**src/rtl/alu_seq.sv**
```systemverilog
// ---------------------------------------------------------------------------
// alu_seq -- sequencing controller for the 16-bit combinational alu
//
// Owns an 8 x 16-bit register file, accepts one instruction at a time over a
// valid/ready handshake, reads the two source registers into the registered
// alu operand outputs, captures the alu result and writes it back to the
// destination register.  Each instruction walks IDLE -> READ -> EXEC -> WRITE.
// A direct register load is accepted in IDLE and takes priority over an
// instruction offered in the same cycle.
//
// Configuration macro:
//   ALU_SEQ_R0_ZERO_EN  defined   : register 0 is hardwired to 0x0000 (writes
//                                   to index 0 dropped, reads of index 0 = 0)
//                       undefined : register 0 is an ordinary register
//
// Ports:
//   clk                in   clock, all state on the rising edge
//   reset              in   synchronous active-high reset (clears everything)
//   ins_valid          in   instruction offered
//   ins_ready          out  high exactly in IDLE
//   ins_op             in   00 add, 01 sub (rs1-rs2), 10 and, 11 or
//   ins_rd/rs1/rs2     in   destination / source register indices
//   ld_valid           in   direct register load (IDLE only, beats ins_valid)
//   ld_addr, ld_data   in   load target and value
//   alu_op             out  to alu.op  (registered, changes only into EXEC)
//   alu_a, alu_b       out  to alu.i0/i1 (registered, change only into EXEC)
//   alu_o, alu_cout    in   from alu.o / alu.cout
//   done               out  one-cycle pulse while in WRITE
//   res                out  last written result, held until the next WRITE
//   carry              out  add: carry-out, sub: 1 = no borrow
//   dbg_addr           in   combinational register-file read address
//   dbg_data           out  register-file read data
// ---------------------------------------------------------------------------
module alu_seq (
    input  logic        clk,
    input  logic        reset,
    input  logic        ins_valid,
    output logic        ins_ready,
    input  logic [1:0]  ins_op,
    input  logic [2:0]  ins_rd,
    input  logic [2:0]  ins_rs1,
    input  logic [2:0]  ins_rs2,
    input  logic        ld_valid,
    input  logic [2:0]  ld_addr,
    input  logic [15:0] ld_data,
    output logic [1:0]  alu_op,
    output logic [15:0] alu_a,
    output logic [15:0] alu_b,
    input  logic [15:0] alu_o,
    input  logic        alu_cout,
    output logic        done,
    output logic [15:0] res,
    output logic        carry,
    input  logic [2:0]  dbg_addr,
    output logic [15:0] dbg_data
);

    localparam int DATA_W = 16;
    localparam int NREGS  = 8;

`ifdef ALU_SEQ_R0_ZERO_EN
    localparam bit R0_ZERO = 1'b1;
`else
    localparam bit R0_ZERO = 1'b0;
`endif

    typedef enum logic [1:0] {
        S_IDLE  = 2'd0,
        S_READ  = 2'd1,
        S_EXEC  = 2'd2,
        S_WRITE = 2'd3
    } state_t;

    // Register 0 is write-protected only in the hardwired-zero build.
    function automatic logic wr_allowed(input logic [2:0] addr);
        return !(R0_ZERO && (addr == 3'd0));
    endfunction

    // Masks the raw storage value so index 0 reads as zero when hardwired.
    function automatic logic [DATA_W-1:0] rd_mask(input logic [2:0]        addr,
                                                  input logic [DATA_W-1:0] raw);
        return (R0_ZERO && (addr == 3'd0)) ? '0 : raw;
    endfunction

    state_t              state_q, state_d;

    // Latched instruction fields
    logic [1:0]          op_q,  op_d;
    logic [2:0]          rd_q,  rd_d;
    logic [2:0]          rs1_q, rs1_d;
    logic [2:0]          rs2_q, rs2_d;

    // Operand registers; these are the alu drive registers themselves, so
    // they only change on the READ->EXEC edge and hold everywhere else.
    logic [DATA_W-1:0]   alu_a_q,  alu_a_d;
    logic [DATA_W-1:0]   alu_b_q,  alu_b_d;
    logic [1:0]          alu_op_q, alu_op_d;

    // Result captured at the end of EXEC
    logic [DATA_W-1:0]   result_q, result_d;
    logic                cout_q,   cout_d;

    // Architectural outputs updated in WRITE
    logic [DATA_W-1:0]   res_q,   res_d;
    logic                carry_q, carry_d;

    // Register file and its single write port
    logic [DATA_W-1:0]   rf_q [NREGS];
    logic                rf_we;
    logic [2:0]          rf_waddr;
    logic [DATA_W-1:0]   rf_wdata;

    logic [DATA_W-1:0]   rs1_val;
    logic [DATA_W-1:0]   rs2_val;

    assign rs1_val  = rd_mask(rs1_q,    rf_q[rs1_q]);
    assign rs2_val  = rd_mask(rs2_q,    rf_q[rs2_q]);
    assign dbg_data = rd_mask(dbg_addr, rf_q[dbg_addr]);

    assign ins_ready = (state_q == S_IDLE);
    assign done      = (state_q == S_WRITE);
    assign alu_a     = alu_a_q;
    assign alu_b     = alu_b_q;
    assign alu_op    = alu_op_q;
    assign res       = res_q;
    assign carry     = carry_q;

    // Next-state and datapath control
    always_comb begin
        state_d  = state_q;
        op_d     = op_q;
        rd_d     = rd_q;
        rs1_d    = rs1_q;
        rs2_d    = rs2_q;
        alu_a_d  = alu_a_q;
        alu_b_d  = alu_b_q;
        alu_op_d = alu_op_q;
        result_d = result_q;
        cout_d   = cout_q;
        res_d    = res_q;
        carry_d  = carry_q;
        rf_we    = 1'b0;
        rf_waddr = ld_addr;
        rf_wdata = ld_data;

        case (state_q)
            S_IDLE: begin
                // A load wins over an instruction offered in the same cycle;
                // the instruction is simply not accepted and must be held.
                if (ld_valid) begin
                    rf_we = wr_allowed(ld_addr);
                end else if (ins_valid) begin
                    op_d    = ins_op;
                    rd_d    = ins_rd;
                    rs1_d   = ins_rs1;
                    rs2_d   = ins_rs2;
                    state_d = S_READ;
                end
            end

            S_READ: begin
                // Sources are read here, before WRITE, so rd aliasing a
                // source always sees the old value.
                alu_a_d  = rs1_val;
                alu_b_d  = rs2_val;
                alu_op_d = op_q;
                state_d  = S_EXEC;
            end

            S_EXEC: begin
                result_d = alu_o;
                cout_d   = alu_cout;
                state_d  = S_WRITE;
            end

            S_WRITE: begin
                rf_we    = wr_allowed(rd_q);
                rf_waddr = rd_q;
                rf_wdata = result_q;
                res_d    = result_q;
                // Logic ops leave the carry flag untouched.
                if (!op_q[1]) begin
                    carry_d = cout_q;
                end
                state_d  = S_IDLE;
            end

            default: begin
                state_d = S_IDLE;
            end
        endcase
    end

    // State and instruction registers
    always_ff @(posedge clk) begin
        if (reset) begin
            state_q <= S_IDLE;
            op_q    <= 2'b00;
            rd_q    <= 3'd0;
            rs1_q   <= 3'd0;
            rs2_q   <= 3'd0;
        end else begin
            state_q <= state_d;
            op_q    <= op_d;
            rd_q    <= rd_d;
            rs1_q   <= rs1_d;
            rs2_q   <= rs2_d;
        end
    end

    // Operand, result and flag registers
    always_ff @(posedge clk) begin
        if (reset) begin
            alu_a_q  <= '0;
            alu_b_q  <= '0;
            alu_op_q <= 2'b00;
            result_q <= '0;
            cout_q   <= 1'b0;
            res_q    <= '0;
            carry_q  <= 1'b0;
        end else begin
            alu_a_q  <= alu_a_d;
            alu_b_q  <= alu_b_d;
            alu_op_q <= alu_op_d;
            result_q <= result_d;
            cout_q   <= cout_d;
            res_q    <= res_d;
            carry_q  <= carry_d;
        end
    end

    // Register file
    always_ff @(posedge clk) begin
        if (reset) begin
            for (int i = 0; i < NREGS; i++) begin
                rf_q[i] <= '0;
            end
        end else if (rf_we) begin
            rf_q[rf_waddr] <= rf_wdata;
        end
    end

endmodule

```
**config.mk**
```make
export PLATFORM = sky130hd
export DESIGN_NAME = alu_seq
export DESIGN_NICKNAME = d
export VERILOG_FILES = /design/src/rtl/alu_seq.sv
export SDC_FILE = /design/constraint.sdc
export NUM_CORES = 1
export LEC_CHECK = 0
export BUFFER_PORTS_ARGS = -buffer_cell sky130_fd_sc_hd__clkbuf_2
export CAP_MARGIN = 25
export CORE_MARGIN = 5
export CORE_UTILIZATION = 56
export CTS_CLUSTER_DIAMETER = 200
export DETAILED_ROUTE_END_ITERATION = 10
export PLACE_DENSITY = 0.76
export SLEW_MARGIN = 15
export SYNTH_ARGS = -nofsm -noshare
export SYNTH_HDL_FRONTEND = slang
export SYNTH_SLANG_ARGS = --single-unit
```
**constraint.sdc**
```tcl
create_clock -name clk -period 3.5 [get_ports clk]
set_input_delay 0.7 -clock clk [delete_from_list [all_inputs] [get_ports clk]]
set_output_delay 0.7 -clock clk [all_outputs]
set_load 0.01 [all_outputs]
```
==> reports/metrics.yaml <==
outcome:
  status: "completed"
clock_tree:
  ctsResizeCount: 0
  root_buffer: "clkbuf_16"
  cts.sinks: 209
  cts_tree: "yes"
  cts_buffers: 24
  insertion_delay_ns: 0.52
  post-cts-setup-buffers: 0
  cts_max_level: 1
  cts_hold_buf: 0
  clk_pin_slew_worst_paths_ns: 0.06
  clockBufferDepth: 3
timing:
  fmax_mhz: 346.4
  drv_slew: 0
  period_minus_slack_ns: 2.887
  fin_skew_ns: 0.01586
  relSlewSlack_pct: 26.24
  setup-tns-final_ns: 0
  finalSetupViolCount: 0
  fin_ws_ns: 0.6128
  fin_crit_sh_pct: 82.49
  tightest_slew_ns: 1.076
  grt_setup_unrepaired: "false"
  finalHoldViolations: 0
cells_and_area:
  final_nets: 1036
  diodes: 0
  mostFrequentLayoutCells: "mux2i_1, edfxtp_1, clkbuf_2"
  final_common_cell: "mux2i_1"
  layout.area.seq_mm2: 0.005468
  num-fill-cells: 1459
  area_growth_syn_to_layout_pct: 15.46
  layout-drive-gt1-share_pct: 32.46
  multi_input_area_mm2: 0.004908
power:
  vdd_drop_max_mv: 0.4109
  p_leak_nw: 4.467
  powerDensity_mw_per_mm2: 639.6
setup_path:
  path_buf_inv: 2
  path_max_fanout: 51
  r2r_start: "state_q[0]$_SDFFE_PP0P_"
  crit_family: "buffers and inverters"
  crit_type: "flop to flop"
  worst_path_max_delay_cell: "ha_2"
  cpMostUsedCell: "buf_4"
  worstPathArrival_ns: 3.07
  reg2reg_depth: 6
  slowest_delay_ns: 0.57
  cp_cell_sequence: "ha_2, mux2i_1, or4b_1, buf_4, o21bai_1, buf_4"
  crit_path_start_kind: "flop"
  crit_path_end_kind: "flop"
  r2r_setup_slack_ns: 0.61
  crit_required_ns: 3.69
  r2r-end: "rf_q[2][8]$_SDFFCE_PN0P_"
placement:
  io_buffers: 122
  finalWeightedCongestion: 0.8397
  dpl_worst_slack_ns: 0.6361
  dp_hpwl_um: 18470
routing:
  detail_route.first_pass.iterations: 5
  vias: 7860
  avgRoutedWirePerCell_um: 22.60
  wl_um: 28360
  first_iter_violations: 690
  drcViolationCount: 0
  final_antenna_net_count: 0
  vias_per_cell: 6.263
global_routing:
  antenna_found_initial: 0
  grt_pass1_wl_um: 44320
  grt_pass1_vias: 7822
  overflow: 0
  grt_max_degree: 90
  grtUsageTotal_pct: 25.47
min_path:
  min_to: "rd_q[2]$_SDFFE_PP0P_"
  min_path_cells: 3
  holdCritPathClass: "input pin to flop"
  hp-start: "ins_rd[2]"
yosys:
  ys_seq_elements: 209
  synth_area_leaders: "edfxtp_1, dfxtp_1, mux2i_1"
  synth_warnings: 0
  syn-instance-count: 887
  ys_types: 34
  synth_top_area_share_pct: 35.66
  syn-num-nets: 946
  synth.cell_area_mm2: 0.01078
  synth-xor-area-share_pct: 0
  synth_top_family_by_area: "multiplexers"
  synth_compound_area_share_pct: 7.940
  seq_area_frac_synth_pct: 50.70
  synth_adder_area_share_pct: 0.5804
  yosysTopAreaCell: "edfxtp_1"
  yosys.area_share.simple_pct: 9.820
  muxShareOfSynthArea_pct: 27.02
  synth_area_per_cell_um2: 12.15
floorplan:
  rows: 50
  ioPinCount: 123
  die_y_um: 148.7
  core-area_mm2: 0.01883
  die-area_mm2: 0.02212
  initial_core_util_pct: 57.24
  die_w_um: 148.7
job:
  cap_violations: 0
[layout make-up]
type,instances,area share [%]
inverter,5,0.1508
multi-input combinational,586,39.44
clock inverter,17,1.639
clock buffer,27,5.167
sequential,209,43.93
tap,260,2.614
timing repair buffer,151,7.057
[worst reg2reg max path: cells and delay by family (launching register included)]
kind | cells | cell delay [ns]
AO/OA/AOI/OAI | 1 | 0.23
multiplexers | 1 | 0.28
flip-flops | 1 | 0.39
AND/OR/NAND/NOR | 1 | 0.47
buffers and inverters | 2 | 0.63
adder cells (fa/ha/maj) | 1 | 0.57
[report_power, final]
part / leakage [nW] / switching [mW] / internal (mW)
Combinational: 2.07 / 1.22 / 0.881
Sequential: 1.99 / 0.246 / 2.98
Clock: 0.407 / 1.01 / 1.62
Total: 4.47 / 2.48 / 5.48
[stage by stage]
stage / instances / utilization, % / hold slack (ns) / cell area (µm²) / total power [mW]
floorplan: 887 / - / 0.4601 / 10780 / 4.680
global placement: 1211 / 61.59 / 0.4741 / 11600 / 5.312
detailed placement: 1211 / 61.59 / 0.4766 / 11600 / 5.359
CTS: 1255 / 66.09 / 0.4143 / 12450 / 7.988
global route: 1255 / 66.09 / 0.4276 / 12450 / 8.335
finish: 1255 / 66.09 / 0.4235 / 12450 / 7.960
[layer usage]
metal  up-vias  track usage [%]  share of wire [%]
met5         -                0                  0
met3        67            5.257                 10
met4         0            8.696                3.3
li1       3585                -                  -
met1      3781            35.75                 41
met2       427            39.85                 45
[flip-flops by register name, indices dropped and copies added (netlist names), 3 cells and up]
| register | cells |
|---|---|
| rd_q | 3 |
| alu_b | 16 |
| rs1_q | 3 |
| res | 16 |
| rs2_q | 3 |
| alu_a | 16 |
| rf_q | 128 |
| result_q | 16 |
[logic make-up (layout without fill, tap and decap cells)]
logic type,Yosys count,after routing
adders and majority gates,5,5
muxes,241,241
AOI/OAI and AO/OA,109,109
DFF,209,209
and+or+nand+nor,231,231
buffers and inverters,92,200
[Yosys cell counts]
library cell	instances
buf_6	4
edfxtp_1	128
nand2b_1	6
nor2b_1	3
mux4_2	32
o22a_1	1
nand2b_4	1
o32a_1	1
a221o_1	30
nor3_1	96
clkbuf_1	54
a211oi_1	33
o22ai_1	30
o21bai_1	6
buf_4	7
or4b_1	1
a22oi_1	2
buf_1	4
or4_1	1
inv_1	5
ha_1	5
a21oi_1	2
o21ai_0	1
o221ai_1	2
buf_2	17
dfxtp_1	81
mux2_2	80
nor2_2	10
nand2_1	4
clkbuf_2	1
mux2i_1	129
o32ai_1	1
nand3b_1	1
nor2_1	108
[worst max path at each step]
| stage | from | end | slack [ns] | depth (start not counted) |
|---|---|---|---|---|
| final | state_q[0]$_SDFFE_PP0P_ | rf_q[2][8]$_SDFFCE_PN0P_ | 0.61 | 6 |
| after global routing | state_q[0]$_SDFFE_PP0P_ | rf_q[2][8]$_SDFFCE_PN0P_ | 0.45 | 6 |
| after CTS | state_q[0]$_SDFFE_PP0P_ | rf_q[2][12]$_SDFFCE_PN0P_ | 0.61 | 6 |
| after detailed placement | state_q[0]$_SDFFE_PP0P_ | rf_q[2][3]$_SDFFCE_PN0P_ | 0.64 | 6 |
| after global placement | dbg_addr[1] | dbg_data[0] | 0.68 | 5 |
| after floorplan | reset | rf_q[3][0]$_SDFFCE_PN0P_ | 0.57 | 5 |
(Power assumes the default switching activity.)
